[src/rtl/synth_voice_scheduler.sv]
// Polyphonic voice allocator feeding the synth tone FIFO load port.
// Optional build macro VOICE_STEAL_EN: steal the oldest voice instead of dropping a note-on when all voices are busy.
//
// state  | meaning
// IDLE   | ready for an event; a pending panic takes priority
// SEARCH | look up the latched event in the voice table, form the tone word
// EMIT   | hold the tone word until the synth can take it
// PANIC  | walk every voice, releasing the active ones
module synth_voice_scheduler #(
    parameter int VOICES = 4,
    parameter int AGE_W  = 8
) (
    input  logic              clk_clk,
    input  logic              reset_reset_n,
    input  logic              ev_valid,
    output logic              ev_ready,
    input  logic              ev_on,
    input  logic [6:0]        ev_note,
    input  logic [6:0]        ev_vel,
    input  logic              all_off,
    input  logic              synth_run,
    input  logic              synth_fifo_full,
    output logic              synth_ld_fifo,
    output logic [31:0]       synth_tone,
    output logic [VOICES-1:0] voice_busy,
    output logic [15:0]       drop_count
);

    localparam int IDX_W = (VOICES > 1) ? $clog2(VOICES) : 1;
    localparam logic [IDX_W-1:0] LAST_IDX = IDX_W'(VOICES - 1);

    typedef enum logic [1:0] {
        S_IDLE,
        S_SEARCH,
        S_EMIT,
        S_PANIC
    } state_t;

    state_t              state_q, state_d;
    logic [VOICES-1:0]   active_q;
    logic [6:0]          note_q [VOICES];
    logic [AGE_W-1:0]    age_q  [VOICES];
    logic                panic_pend_q;
    logic                in_panic_q;
    logic [IDX_W-1:0]    pan_idx_q;
    logic                ev_on_q;
    logic [6:0]          ev_note_q;
    logic [6:0]          ev_vel_q;
    logic [31:0]         tone_q;
    logic                ld_q;
    logic [15:0]         drop_q;

    logic                accept;
    logic                match_hit, free_hit;
    logic [IDX_W-1:0]    match_idx, free_idx;
    logic                alloc_en, clear_en, tone_load, drop_inc, emit_go;
    logic                pan_start, pan_step;
    logic [IDX_W-1:0]    alloc_idx, clear_idx;
    logic [31:0]         tone_d;

    function automatic logic [31:0] mk_tone(input logic gate, input logic [IDX_W-1:0] idx,
                                            input logic [6:0] n, input logic [6:0] v);
        return {gate, 7'b0, 8'(idx), 1'b0, n, 1'b0, v};
    endfunction

    assign ev_ready      = reset_reset_n & (state_q == S_IDLE) & ~panic_pend_q;
    assign accept        = ev_valid & ev_ready;
    assign synth_ld_fifo = ld_q;
    assign synth_tone    = tone_q;
    assign voice_busy    = active_q;
    assign drop_count    = drop_q;

    // Lowest-index hits: first matching active voice, first free voice.
    always_comb begin
        match_hit = 1'b0;
        match_idx = '0;
        free_hit  = 1'b0;
        free_idx  = '0;
        for (int i = 0; i < VOICES; i++) begin
            if (!match_hit && active_q[i] && (note_q[i] == ev_note_q)) begin
                match_hit = 1'b1;
                match_idx = IDX_W'(i);
            end
            if (!free_hit && !active_q[i]) begin
                free_hit = 1'b1;
                free_idx = IDX_W'(i);
            end
        end
    end

`ifdef VOICE_STEAL_EN
    logic [IDX_W-1:0] old_idx;
    logic [AGE_W-1:0] old_age;

    // Strictly-greater compare keeps the lowest index on ties.
    always_comb begin
        old_idx = '0;
        old_age = age_q[0];
        for (int i = 1; i < VOICES; i++) begin
            if (age_q[i] > old_age) begin
                old_age = age_q[i];
                old_idx = IDX_W'(i);
            end
        end
    end
`endif

    always_comb begin
        state_d   = state_q;
        alloc_en  = 1'b0;
        alloc_idx = '0;
        clear_en  = 1'b0;
        clear_idx = '0;
        tone_load = 1'b0;
        tone_d    = tone_q;
        drop_inc  = 1'b0;
        emit_go   = 1'b0;
        pan_start = 1'b0;
        pan_step  = 1'b0;
        case (state_q)
            S_IDLE: begin
                if (panic_pend_q) begin
                    pan_start = 1'b1;
                    state_d   = S_PANIC;
                end else if (accept) begin
                    state_d = S_SEARCH;
                end
            end
            S_SEARCH: begin
                if (ev_on_q) begin
                    if (match_hit) begin
                        alloc_en  = 1'b1;
                        alloc_idx = match_idx;
                    end else if (free_hit) begin
                        alloc_en  = 1'b1;
                        alloc_idx = free_idx;
                    end else begin
`ifdef VOICE_STEAL_EN
                        alloc_en  = 1'b1;
                        alloc_idx = old_idx;
`else
                        drop_inc  = 1'b1;
`endif
                    end
                    if (alloc_en) begin
                        tone_load = 1'b1;
                        tone_d    = mk_tone(1'b1, alloc_idx, ev_note_q, ev_vel_q);
                        state_d   = S_EMIT;
                    end else begin
                        state_d = S_IDLE;
                    end
                end else if (match_hit) begin
                    clear_en  = 1'b1;
                    clear_idx = match_idx;
                    tone_load = 1'b1;
                    tone_d    = mk_tone(1'b0, match_idx, ev_note_q, 7'd0);
                    state_d   = S_EMIT;
                end else begin
                    state_d = S_IDLE;
                end
            end
            S_EMIT: begin
                if (synth_run && !synth_fifo_full) begin
                    emit_go = 1'b1;
                    if (in_panic_q) begin
                        clear_en  = 1'b1;
                        clear_idx = pan_idx_q;
                        if (pan_idx_q == LAST_IDX) begin
                            state_d = S_IDLE;
                        end else begin
                            pan_step = 1'b1;
                            state_d  = S_PANIC;
                        end
                    end else begin
                        state_d = S_IDLE;
                    end
                end
            end
            S_PANIC: begin
                if (active_q[pan_idx_q]) begin
                    tone_load = 1'b1;
                    tone_d    = mk_tone(1'b0, pan_idx_q, note_q[pan_idx_q], 7'd0);
                    state_d   = S_EMIT;
                end else if (pan_idx_q == LAST_IDX) begin
                    state_d = S_IDLE;
                end else begin
                    pan_step = 1'b1;
                end
            end
            default: state_d = S_IDLE;
        endcase
    end

    always_ff @(posedge clk_clk or negedge reset_reset_n) begin
        if (!reset_reset_n) begin
            state_q      <= S_IDLE;
            panic_pend_q <= 1'b0;
            in_panic_q   <= 1'b0;
            pan_idx_q    <= '0;
            ev_on_q      <= 1'b0;
            ev_note_q    <= '0;
            ev_vel_q     <= '0;
            tone_q       <= '0;
            ld_q         <= 1'b0;
            drop_q       <= '0;
        end else begin
            state_q <= state_d;
            ld_q    <= emit_go;
            // A request arriving during the walk stays latched and is serviced afterwards.
            if (all_off) begin
                panic_pend_q <= 1'b1;
            end else if (pan_start) begin
                panic_pend_q <= 1'b0;
            end
            if (pan_start) begin
                in_panic_q <= 1'b1;
                pan_idx_q  <= '0;
            end else if (pan_step) begin
                pan_idx_q <= pan_idx_q + 1'b1;
            end
            if (accept) begin
                in_panic_q <= 1'b0;
                ev_on_q    <= ev_on;
                ev_note_q  <= ev_note;
                ev_vel_q   <= ev_vel;
            end
            if (tone_load) begin
                tone_q <= tone_d;
            end
            if (drop_inc && (drop_q != 16'hFFFF)) begin
                drop_q <= drop_q + 16'd1;
            end
        end
    end

    always_ff @(posedge clk_clk or negedge reset_reset_n) begin
        if (!reset_reset_n) begin
            active_q <= '0;
            for (int i = 0; i < VOICES; i++) begin
                note_q[i] <= '0;
                age_q[i]  <= '0;
            end
        end else begin
            for (int i = 0; i < VOICES; i++) begin
                if (alloc_en && (alloc_idx == IDX_W'(i))) begin
                    active_q[i] <= 1'b1;
                    note_q[i]   <= ev_note_q;
                    age_q[i]    <= '0;
                end else if (alloc_en && active_q[i] && (age_q[i] != '1)) begin
                    age_q[i] <= age_q[i] + 1'b1;
                end
                if (clear_en && (clear_idx == IDX_W'(i))) begin
                    active_q[i] <= 1'b0;
                end
            end
        end
    end

endmodule

[config.mk]
export PLATFORM = sky130hd
export DESIGN_NAME = synth_voice_scheduler
export DESIGN_NICKNAME = d
export VERILOG_FILES = /design/src/rtl/synth_voice_scheduler.sv
export SDC_FILE = /design/constraint.sdc
export NUM_CORES = 1
export LEC_CHECK = 0
export CAP_MARGIN = 10
export CORE_ASPECT_RATIO = 1.25
export CORE_MARGIN = 4
export CORE_UTILIZATION = 46
export CTS_CLUSTER_SIZE = 25
export DETAILED_ROUTE_END_ITERATION = 10
export PLACE_DENSITY = 0.8
export RECOVER_POWER = 50
export SETUP_SLACK_MARGIN = 0.05
export SYNTH_ARGS = -nofsm -noshare
export SYNTH_HDL_FRONTEND = slang
export SYNTH_SLANG_ARGS = --single-unit
[constraint.sdc]
create_clock -name clk_clk -period 2.6 [get_ports clk_clk]
set_clock_uncertainty 0.1 [all_clocks]
set_input_delay 0.39 -clock clk_clk [delete_from_list [all_inputs] [get_ports clk_clk]]
set_output_delay 0.39 -clock clk_clk [all_outputs]
set_load 0.02 [all_outputs]
==> flow_summary.yaml <==
yosys:
  synth-edff-count: 0
  yosysUniqueCellTypes: 54
  ys_warn_count: 0
  synth.ff_latch_count: 87
  synthArstFlopShare: 1.00
  ys_seq_area_frac: 0.454
  avgSynthCellArea_sq_um: 12.4
  dominantRegCellSynth: "dfrtp_1"
  syn_area_sq_um: 4800
  synth_cells: 386
floorplanning:
  core_area_sq_um: 10200
  die_w_um: 99.4
  num_rows: 41
  die_area_sq_um: 12100
  die_y_um: 122
  io_pins: 75
  start_util: 0.473
clocking:
  ctsHtreeMaxLevel: 3
  hold_buffers: 0
  tritoncts: "yes"
  cts_buffers: 9
  insertion_delay_ns: 0.34
  clkSinkCount: 87
  clk_path_buf_depth: 2
  cts.reportedPaths.clkPinSlew_ns: 0.06
  cts-root-buf: "clkbuf_16"
sta:
  layout_min_cycle_time_ns: 2.47
  relSlewSlack: 0.344
  finalHoldViolCount: 0
  hold-worst-slack_ns: 0.342
  tns_ns: 0
  timing.fmax_mhz: 405
  tightest_slew_ns: 0.984
  slew_viol_final: 0
  rsz0062_at_grt: "false"
  setup_violations: 0
  period_share: 0.950
critical_path:
  end_kind: "flop"
  slowest_stage: "dfrtp_1"
  crit_path_start_kind: "flop"
  critical_path_arrival_ns: 2.60
  max_stage_delay_ns: 0.47
  crit_required_ns: 2.73
  cp_max_fo: 6
  path_cells: "xnor2_1 > nand4_1 > o21ai_0 > a21oi_4 > and4bb_1 > buf_4 > mux2_4"
  cpLargestDelayFamily: "simple AND/OR/NAND/NOR gates"
  worstSetupPathType: "reg -> reg"
  path_buf_inv: 1
power_and_ir_drop:
  peakVddDrop_uv: 561
  static-leakage-power_nw: 2.64
  p_per_area_nw_per_um2: 1110
route:
  routed_via_density: 5.48
  dr_total_vias: 3280
  ant_nets: 0
  wl_per_cell_um: 17.6
  drt_iter0_markers: 167
  routed_wl_mm: 10.5
  remaining_drc_errors: 0
  drt_first_pass_iters: 4
layout:
  antenna_cells: 0
  syn_to_final_growth_pct: 23.7
  multi_input_area_sq_um: 2400
  seq_area_sq_um: 2180
  drive_above_1_share: 0.287
  n_fill_cell: 830
  fin_cells: 599
  nets: 493
global_route:
  grt_pass1_vias: 3369
  grt_max_degree: 49
  grt_pass1_wl_mm: 16.8
  met3_usage: 0.0349
  overflow: 0
  grt_busiest_layer: "met2"
  use_met1: 0.213
  antenna_found_initial: 0
  grtUsageMet2: 0.302
  track_usage: 0.178
job:
  drv_cap: 0
placed_design:
  routabilityCongestion: 0.860
  placed_cells: 582
  dp_hpwl_mm: 7.74
  portBuffers: 59
worst_hold_path:
  holdCritPathClass: "in -> async"
run_status:
  outcome: "completed"
-- stage by stage --
stage               cell area [sq um]  worst slack [ns]  power, W   util
finish                           5940             0.130   0.00657  0.585
detailed placement               5550            0.0745   0.00502  0.546
CTS                              5910            0.0586   0.00657  0.582
floorplan                        4850             0.306   0.00424      -
global placement                 5550             0.113   0.00494  0.546
global route                     5940            0.0587   0.00694  0.585
-- Yosys cell counts (2+ instances only) --
library cell  instances  share of area
and3_1                8          0.010
nand2b_1              4         0.0052
nand4_1              14          0.018
and2_1                4         0.0052
mux4_2                8          0.038
xnor2_1              36          0.066
nor2b_1               3         0.0039
clkbuf_8              5          0.014
mux2_4                7          0.022
buf_4                16          0.025
mux2_2               56           0.13
or3_1                 2         0.0026
dfrtp_1              87           0.45
nor4_4                2         0.0089
clkbuf_1              6         0.0047
a31o_2                2         0.0037
o21ai_0               6         0.0063
mux2i_1               3         0.0063
ha_1                  7          0.018
buf_6                 4         0.0094
o211ai_2              2         0.0052
nand3_1              12          0.013
nand2_1              16          0.013
a21oi_1               9         0.0094
a32oi_1               2         0.0037
and4_1                4         0.0073
a21o_1                2         0.0031
a22o_1                7          0.013
nor2_1               11         0.0086
inv_1                10         0.0078
xor2_1                6          0.011
a311o_1               2         0.0042
a2bb2oi_1             2         0.0037
-- logic make-up after synthesis --
kind of cell | Yosys count | synth area share
buf+inv | 42 | 0.0620
compound gates | 45 | 0.0759
xor+xnor | 42 | 0.0766
simple gates | 88 | 0.116
fa+ha+maj | 7 | 0.0182
mux | 74 | 0.197
flops | 87 | 0.454
other cells | 1 | 0.000781
-- layout make-up --
cell class                 count  area share
clock buffer                  10      0.0403
timing repair buffer          86       0.134
inverter                      10     0.00632
sequential                    87       0.368
multi-input combinational    271       0.405
clock inverter                 6      0.0196
tap                          129      0.0272
-- path summary, 6_finish.rpt --
check | startpoint | to | slack [ns] | depth (start not counted)
worst max-delay path | ev_note_q[2] | note_q[1] | 0.13 | 7
worst min-delay path | reset_reset_n | synth_tone[16] | 0.34 | 2
worst max register to register | ev_note_q[2] | note_q[1] | 0.13 | 7
worst min register to register | synth_tone[31] | synth_tone[31] | 0.39 | 1
max in group asynchronous | reset_reset_n | note_q[6] | 0.73 | 3
min in group clk_clk | synth_tone[31] | synth_tone[31] | 0.39 | 1
-- state kept, by name, summed over array words and instances (netlist names), 2 cells and up --
name / count
synth_tone: 17
voice_busy: 4
pan_idx_q: 2
drop_count: 16
state_q: 2
ev_vel_q: 7
note_q: 28
ev_note_q: 7
-- report_power, final --
part / switching [W] / internal (W) / total [W]
logic: 0.00141 / 0.00145 / 0.00287
registers: 0.000445 / 0.00175 / 0.00219
clock network: 0.000539 / 0.000971 / 0.00151
-- layer usage --
| metal | share of wire | wire length [um] | vias to the layer above |
|---|---|---|---|
| li1 | - | - | 1528 |
| met2 | 0.52 | 5440 | 88 |
| met5 | 0 | 0 | - |
| met3 | 0.047 | 498 | 22 |
| met1 | 0.41 | 4270 | 1642 |
| met4 | 0.031 | 330 | 0 |
-- cells in the final DEF, fill, tap and decap left out, types with 10 or more instances in the layout --
cell,netlist,final
dfrtp_1,87,83
mux2_2,56,56
clkdlybuf4s50_1,0,41
xnor2_1,36,34
buf_4,16,24
nand2_1,16,16
dlygate4sd3_1,0,16
conb_1,1,15
nand4_1,14,14
nand3_1,12,12
inv_1,10,10
nor2_1,11,10
-- timing repair --
item                       4_1_cts  5_1_grt
resized for setup                3        7
setup endpoints to repair        6       40
pin swaps                        0        2
setup buffers                    0        1
(Power assumes the default switching activity.)
